==> src/rtl/matrix_seq_ctrl.sv <==
// Row-serial matrix-vector sequencer: loads vector A, streams matrix B row by row,
// emits one saturated result per row. Optional abort input: define MATRIX_SEQ_ABORT_EN.
module matrix_seq_ctrl #(
  parameter int DATA_SIZE   = 8,
  parameter int COLUMN_SIZE = 64,
  parameter int ROW_SIZE    = 64
) (
  input  logic                          clock,
  input  logic                          reset,
  input  logic                          start,
`ifdef MATRIX_SEQ_ABORT_EN
  input  logic                          abort,
`endif
  output logic                          busy,
  output logic                          done,
  input  logic                          a_valid,
  output logic                          a_ready,
  input  logic [DATA_SIZE-1:0]          a_data,
  input  logic                          b_valid,
  output logic                          b_ready,
  input  logic [DATA_SIZE-1:0]          b_data,
  output logic                          out_valid,
  input  logic                          out_ready,
  output logic [DATA_SIZE-1:0]          out_data,
  output logic [$clog2(ROW_SIZE)-1:0]   out_index
);

  // state    | meaning
  // S_IDLE   | waiting for start
  // S_LOAD_A | accepting vector A beats
  // S_RUN    | accepting B beats of the current row, accumulating
  // S_EMIT   | presenting the saturated row result
  // S_DONE   | one-cycle done pulse, then back to idle

  localparam int CW = $clog2(COLUMN_SIZE);
  localparam int RW = $clog2(ROW_SIZE);
  localparam int AW = DATA_SIZE + CW;
  localparam int PW = 2 * DATA_SIZE;
  localparam logic [CW-1:0] COL_LAST = CW'(COLUMN_SIZE - 1);
  localparam logic [RW-1:0] ROW_LAST = RW'(ROW_SIZE - 1);

  typedef enum logic [2:0] {S_IDLE, S_LOAD_A, S_RUN, S_EMIT, S_DONE} state_t;

  state_t                 state_q;
  logic [CW-1:0]          col_q;
  logic [RW-1:0]          row_q;
  logic [AW-1:0]          acc_q;
  logic [AW-1:0]          acc_d;
  logic [DATA_SIZE-1:0]   a_mem_q [COLUMN_SIZE];
  logic                   busy_q, done_q, a_ready_q, b_ready_q, out_valid_q;
  logic [DATA_SIZE-1:0]   out_data_q;
  logic [RW-1:0]          out_index_q;
  logic [PW-1:0]          prod;
  logic [DATA_SIZE-1:0]   sat_d;
  logic                   abort_w;

`ifdef MATRIX_SEQ_ABORT_EN
  assign abort_w = abort;
`else
  assign abort_w = 1'b0;
`endif

  // Keep only the upper half of the full-width product (truncation).
  assign prod  = PW'(a_mem_q[col_q]) * PW'(b_data);
  assign acc_d = acc_q + AW'(prod >> DATA_SIZE);
  assign sat_d = (|acc_d[AW-1:DATA_SIZE]) ? '1 : acc_d[DATA_SIZE-1:0];

  always_ff @(posedge clock) begin
    if (state_q == S_LOAD_A && a_valid && !abort_w) begin
      a_mem_q[col_q] <= a_data;
    end
  end

  always_ff @(posedge clock) begin
    if (reset || (abort_w && state_q != S_IDLE)) begin
      state_q     <= S_IDLE;
      col_q       <= '0;
      row_q       <= '0;
      acc_q       <= '0;
      busy_q      <= 1'b0;
      done_q      <= 1'b0;
      a_ready_q   <= 1'b0;
      b_ready_q   <= 1'b0;
      out_valid_q <= 1'b0;
      out_data_q  <= '0;
      out_index_q <= '0;
    end else begin
      case (state_q)
        S_IDLE: begin
          done_q <= 1'b0;
          if (start) begin
            state_q   <= S_LOAD_A;
            busy_q    <= 1'b1;
            a_ready_q <= 1'b1;
            col_q     <= '0;
            row_q     <= '0;
          end
        end
        S_LOAD_A: begin
          if (a_valid) begin
            if (col_q == COL_LAST) begin
              state_q   <= S_RUN;
              a_ready_q <= 1'b0;
              b_ready_q <= 1'b1;
              col_q     <= '0;
              acc_q     <= '0;
            end else begin
              col_q <= col_q + 1'b1;
            end
          end
        end
        S_RUN: begin
          if (b_valid) begin
            acc_q <= acc_d;
            if (col_q == COL_LAST) begin
              state_q     <= S_EMIT;
              b_ready_q   <= 1'b0;
              out_valid_q <= 1'b1;
              out_data_q  <= sat_d;
              out_index_q <= row_q;
            end else begin
              col_q <= col_q + 1'b1;
            end
          end
        end
        S_EMIT: begin
          if (out_ready) begin
            out_valid_q <= 1'b0;
            if (row_q == ROW_LAST) begin
              state_q <= S_DONE;
              done_q  <= 1'b1;
            end else begin
              state_q   <= S_RUN;
              b_ready_q <= 1'b1;
              row_q     <= row_q + 1'b1;
              col_q     <= '0;
              acc_q     <= '0;
            end
          end
        end
        S_DONE: begin
          state_q <= S_IDLE;
          done_q  <= 1'b0;
          busy_q  <= 1'b0;
        end
        default: begin
          state_q <= S_IDLE;
        end
      endcase
    end
  end

  assign busy      = busy_q;
  assign done      = done_q;
  assign a_ready   = a_ready_q;
  assign b_ready   = b_ready_q;
  assign out_valid = out_valid_q;
  assign out_data  = out_data_q;
  assign out_index = out_index_q;

endmodule

==> config.mk <==
export PLATFORM = sky130hd
export DESIGN_NAME = matrix_seq_ctrl
export DESIGN_NICKNAME = d
export VERILOG_FILES = /design/src/rtl/matrix_seq_ctrl.sv
export SDC_FILE = /design/constraint.sdc
export NUM_CORES = 1
export LEC_CHECK = 0
export ABC_AREA = 1
export CORE_MARGIN = 4
export CORE_UTILIZATION = 63
export DETAILED_ROUTE_END_ITERATION = 10
export GPL_TIMING_DRIVEN = 0
export PLACE_DENSITY = 0.8
export SLEW_MARGIN = 10
export SYNTH_ARGS = -nofsm -noshare
export SYNTH_HDL_FRONTEND = slang
export SYNTH_SLANG_ARGS = --single-unit
==> constraint.sdc <==
create_clock -name clock -period 9.15 [get_ports clock]
set_clock_uncertainty 0.1 [all_clocks]
set_input_delay 1.83 -clock clock [delete_from_list [all_inputs] [get_ports clock]]
set_output_delay 1.83 -clock clock [all_outputs]
set_load 0.05 [all_outputs]
* Yosys cells after proc, flatten, opt, wreduce, memory -nomap -nowiden
Memories as Yosys holds them, arrays and structs flattened. A register that Yosys moved wholly into a read port is not among the register bits. Cells that the tools add are included.
Operators by class: mux-type cells 47, $mul 1, reduce and logical (&&, ||, !) cells 21, equal/unequal tests 15, add/subtract/negate cells 3
Operator list (number):
- 2-to-1 mux 14 bit | 5
- 2-to-1 mux 6 bit | 11
- case mux 14 bit (3 select lines) | 1
- case mux 6 bit (4 select lines) | 1
- 2-to-1 mux 3 bit | 7
- multiplier 8 x 8 -> 16 bit | 1
- inequality test 2 bit (second input constant) | 8
- adder 14 x 8 -> 14 bit | 1
- 2-to-1 mux 1 bit | 14
- AND reduction 7 bit | 2
- adder 6 x 1 -> 6 bit (second input constant) | 2
- == test 6 bit (second input constant) | 2
- case mux 3 bit (4 select lines) | 1
- case mux 6 bit (2 select lines) | 1
- AND reduction 4 bit | 3
- AND reduction 6 bit | 2
- nonzero test 2 bit | 5
- 2-to-1 mux 8 bit | 1
- case mux 1 bit (2 select lines) | 4
- == test 3 x 2 -> 1 bit (second input constant) | 2
- AND reduction 3 bit | 2
- OR reduction 6 bit | 1
- nonzero test 4 bit | 1
- == test 3 x 1 -> 1 bit (second input constant) | 1
- 8 further kinds | 8
Storage, ports and cells: word-level logic and storage cells 99, memories kept 1, register bits 48, output and inout bits 19, input port bits 22, memory bits (writable) 512
Memories:
- a_mem_q | words 64, bits a word 8, rd ports 1, clocked after memory_dff 1, wr ports 1, RTL line 49 | logic [DATA_SIZE-1:0] a_mem_q [COLUMN_SIZE];

* Logic depth before layout (Yosys ltp)
depth after elaboration 6, mapped depth 43

* Worst setup path before layout
No wires, ideal clock.
path type input to register, start point input b_data[2], end point register out_data_q[1], in the netlist out_data[1], required time 8936 ps, stages on the path 29, arrival 7140 ps, library setup time 114 ps, setup slack 1796 ps, cell sequence inv_1 -> nor2_1 -> fa_1 -> inv_1 -> fa_1 -> inv_1 -> fa_1 -> inv_1 -> fa_1 -> inv_1 -> ha_1 -> a21oi_1 -> o21ai_0 -> a21oi_1 -> xnor2_1 -> ha_1 -> inv_1 -> fa_1 -> nor4_1 -> nor2_1 -> o21ai_2 -> nand2_1 -> inv_1 -> nor2_1 -> or2_0 -> nor3_2 -> nand2_1 -> o21bai_1 -> inv_1
Between the ends: longest elaborated chain between the ends 4
RTL lines:
- from (decl) | RTL line 21 | input logic [DATA_SIZE-1:0] b_data,
- multiplier 8 x 8 -> 16 bit * | RTL line 64 | assign prod = PW'(a_mem_q[col_q]) * PW'(b_data);
- adder 14 x 8 -> 14 bit * | RTL line 65 | assign acc_d = acc_q + AW'(prod >> DATA_SIZE);
- OR reduction 6 bit | RTL line 66 | assign sat_d = (|acc_d[AW-1:DATA_SIZE]) ? '1 : acc_d[DATA_SIZE-1:0];
- 2-to-1 mux 8 bit * | RTL line 66
- to (signal assigned) | RTL line 119 | out_data_q <= sat_d;
- to (decl) | RTL line 51 | logic [DATA_SIZE-1:0] out_data_q;
Every way passes the cells marked *; elsewhere a longest branch is shown, timed or not. A chain may end at the register's enable or synchronous reset.

==> impl_metrics.ini <==
[route]
drc = 0
wl_um = 79030
drt_first_pass_iters = 7
routed_via_density = 6.578
drtAntennaViolNets = 0
drt_iter0_drc = 3456
via_count = 18910
wl_per_cell_um = 27.50

[yosys]
synth_nets = 2306
ys_async_sr_fraction_pct = 0
seq_area_frac_synth_pct = 66.08
synth_top_area_cell = edfxtp_1
synth.avg_cell_area_um2 = 11.29
ys.flop_type = edfxtp_1
ys_types = 48
synth-compound-area-share_pct = 10.34
synth.area.mux_share_pct = 0
netlist_area_um2 = 24900
synth_xor_area_share_pct = 0.6280
syn_inst = 2205
yosys.area_share.adder_pct = 5.054
yosys_warnings = 0
yosys-top-cells-area = edfxtp_1, nor2_1, o21ai_0
synth_top_area_share_pct = 61.74
synth_top_family_by_area = simple AND/OR/NAND/NOR gates
ys_ff_latch = 566
synth_edf_count = 512
synthSimpleGateAreaFrac_pct = 13.99

[timing]
fmax_ghz = 0.1121
finalCritPeriodShare_pct = 97.48
finalHoldViolations = 0
post-route-min-period_ns = 8.920
report.final.slew_viol_count = 0
setup-violations-final = 0
relSlewSlack_pct = 4.700
setup_slack_ns = 0.2302
worst_pin_slew_ns = 1.424

[finish]
seq_area_um2 = 16460
final_common_cell = edfxtp_1
multiInputGateArea_um2 = 7569
layout.nets = 2413
fin_cells = 2874
final_cell_mix = edfxtp_1, nor2_1, nand2_1, o21ai_0, nand3_1
drive_above_1_share_pct = 9.851
num-fill-cells = 2613
layout-area-overhead-vs-synth_pct = 12.53

[clocking]
clk_pin_slew_worst_paths_ns = 0.06
htreeDepth = 2
cts_tree = done
root_buffer = clkbuf_16
cts_made_buffers = 54
cts_sinks = 566
cts.path.max_buffers = 3
insertion_delay_ns = 0.62

[power_and_ir_drop]
swShare_pct = 44.58
pwr-share-clk_pct = 21.1
p_seq_share_pct = 26.9
p_switching_mw = 4.789
peakVddDrop_uv = 530.4
p_per_area_nw_per_um2 = 383.3
leakage_nw = 9.994
power_frac_comb_pct = 52.0
p_int_mw = 5.953

[floorplanning]
io_pins = 41
die_x_um = 206.8
coreArea_um2 = 38830
die_area_um2 = 42770
fp-row-count = 72
start_util_pct = 64.14
fp.dieH_um = 206.8

[placement]
place_ws_ns = -0.08758
gp_congestion = 0.9865
dp_cells = 2773
portBuffers = 40
dpl.hpwl_um = 53330

[critical_path]
cp_slowest_cell = fa_1
cp-end-kind = flip-flop
cpMostUsedCell = inv_1
cp.required_ns = 9.54
critPathMaxStageDelay_ns = 0.56
crit_arrival_ns = 9.31
crit_path_start_kind = flip-flop
setup.worst_path.class = reg -> reg
critPathMaxFanout = 10

[global_route]
grt_start_max_net_pins = 62
antenna_found_initial = 4
gr-total-overflow = 0
grtUsageTotal_pct = 36.77
grt_pass1_wl_um = 113400
grt_pass1_vias = 17800

[worst_hold_path]
hold_class = reg -> reg

[flow_run]
drv_cap = 0

[status]
status = finished, final reports clean
## cells by family after synthesis
family                   Yosys count
AND/OR/NAND/NOR                  860
buffers and inverters            228
adder cells (fa/ha/maj)           79
XOR/XNOR                          17
flip-flops                       566
AO/OA/AOI/OAI                    455
## cell type report
type | instances | area share (%)
sequential | 566 | 58.74
multi-input combinational | 1411 | 27.01
clock buffer | 58 | 4.876
tap | 518 | 2.313
buffer | 114 | 2.085
timing repair buffer | 51 | 1.978
inverter | 114 | 1.549
clock inverter | 41 | 1.447
antenna | 1 | 0.008930
## synth_stat cells (all sizes together), types with 7 or more instances
| library cell | instances |
|---|---|
| o211ai | 12 |
| o21ai | 260 |
| ha | 43 |
| dfxtp | 54 |
| or2 | 7 |
| o22ai | 101 |
| nand2 | 279 |
| a21oi | 38 |
| nor3 | 17 |
| o221ai | 14 |
| nor2 | 407 |
| fa | 36 |
| clkbuf | 59 |
| nand3 | 143 |
| inv | 113 |
| edfxtp | 512 |
| o21bai | 7 |
| buf | 55 |
| xor2 | 13 |
## power groups by stage
stage	Combinational, mW	Clock [mW]	Sequential [mW]
5_1_grt	6.09	2.36	2.89
4_1_cts	5.39	2.26	2.89
3_3_place_gp	5.14	0	2.94
6_report	5.58	2.27	2.89
3_5_place_dp	5.32	0	2.94
2_1_floorplan	3.68	0	2.95
## timing repair
action                                  4_1_cts  5_1_grt
pin swaps                                     0        1
endpoints found under the setup margin        8       11
hold buffers                                  0        0
resized for setup                             3       64
buffers inserted                              0        1
## metal layers
layer,share of wire (%),GRT usage [%]
met4,5.1,15.25
met3,15,10.34
met2,44,53.67
met1,36,52.96
met5,0.034,0
## critical path: cells and delay by family (launching register included)
kind	cells	cell delay (ns)
AO/OA/AOI/OAI	8	1.63
buffers and inverters	10	1.63
adder cells (fa/ha/maj)	7	3.02
flip-flops	1	0.32
XOR/XNOR	1	0.22
AND/OR/NAND/NOR	11	1.88
## sequential cells by signal (all words and copies together) (netlist names), named ones only
| name | flops |
|---|---|
| a_ready | 1 |
| state_q | 3 |
| acc_q | 14 |
| out_valid | 1 |
| b_ready | 1 |
| out_data | 8 |
| busy | 1 |
| row_q | 6 |
| out_index | 6 |
| a_mem_q | 512 |
| done | 1 |
| col_q | 6 |
## stage by stage
stage	total power, mW	setup TNS (ns)	cell area, um2	util [%]	hold WS, ns
after floorplan	6.625	0	24900	-	0.3488
after global placement	8.088	-0.3242	25950	66.84	0.3601
after detailed placement	8.256	-0.3456	26140	67.32	0.3672
after CTS	10.53	0	27920	71.91	0.3763
after global routing	11.35	-0.01887	28020	72.17	0.4017
final	10.74	0	28020	72.17	0.3773
## path summary, 6_finish.rpt
kind,start,to,slack (ns),cells after the start
worst min-delay path,acc_q[0],acc_q[0],0.38,2
worst max-delay path,flip-flop,out_data[1],0.23,37
worst max register to register,flip-flop,out_data[1],0.23,37
worst min register to register,acc_q[0],acc_q[0],0.38,2
Note: power is estimated with default switching activity, not from simulation.
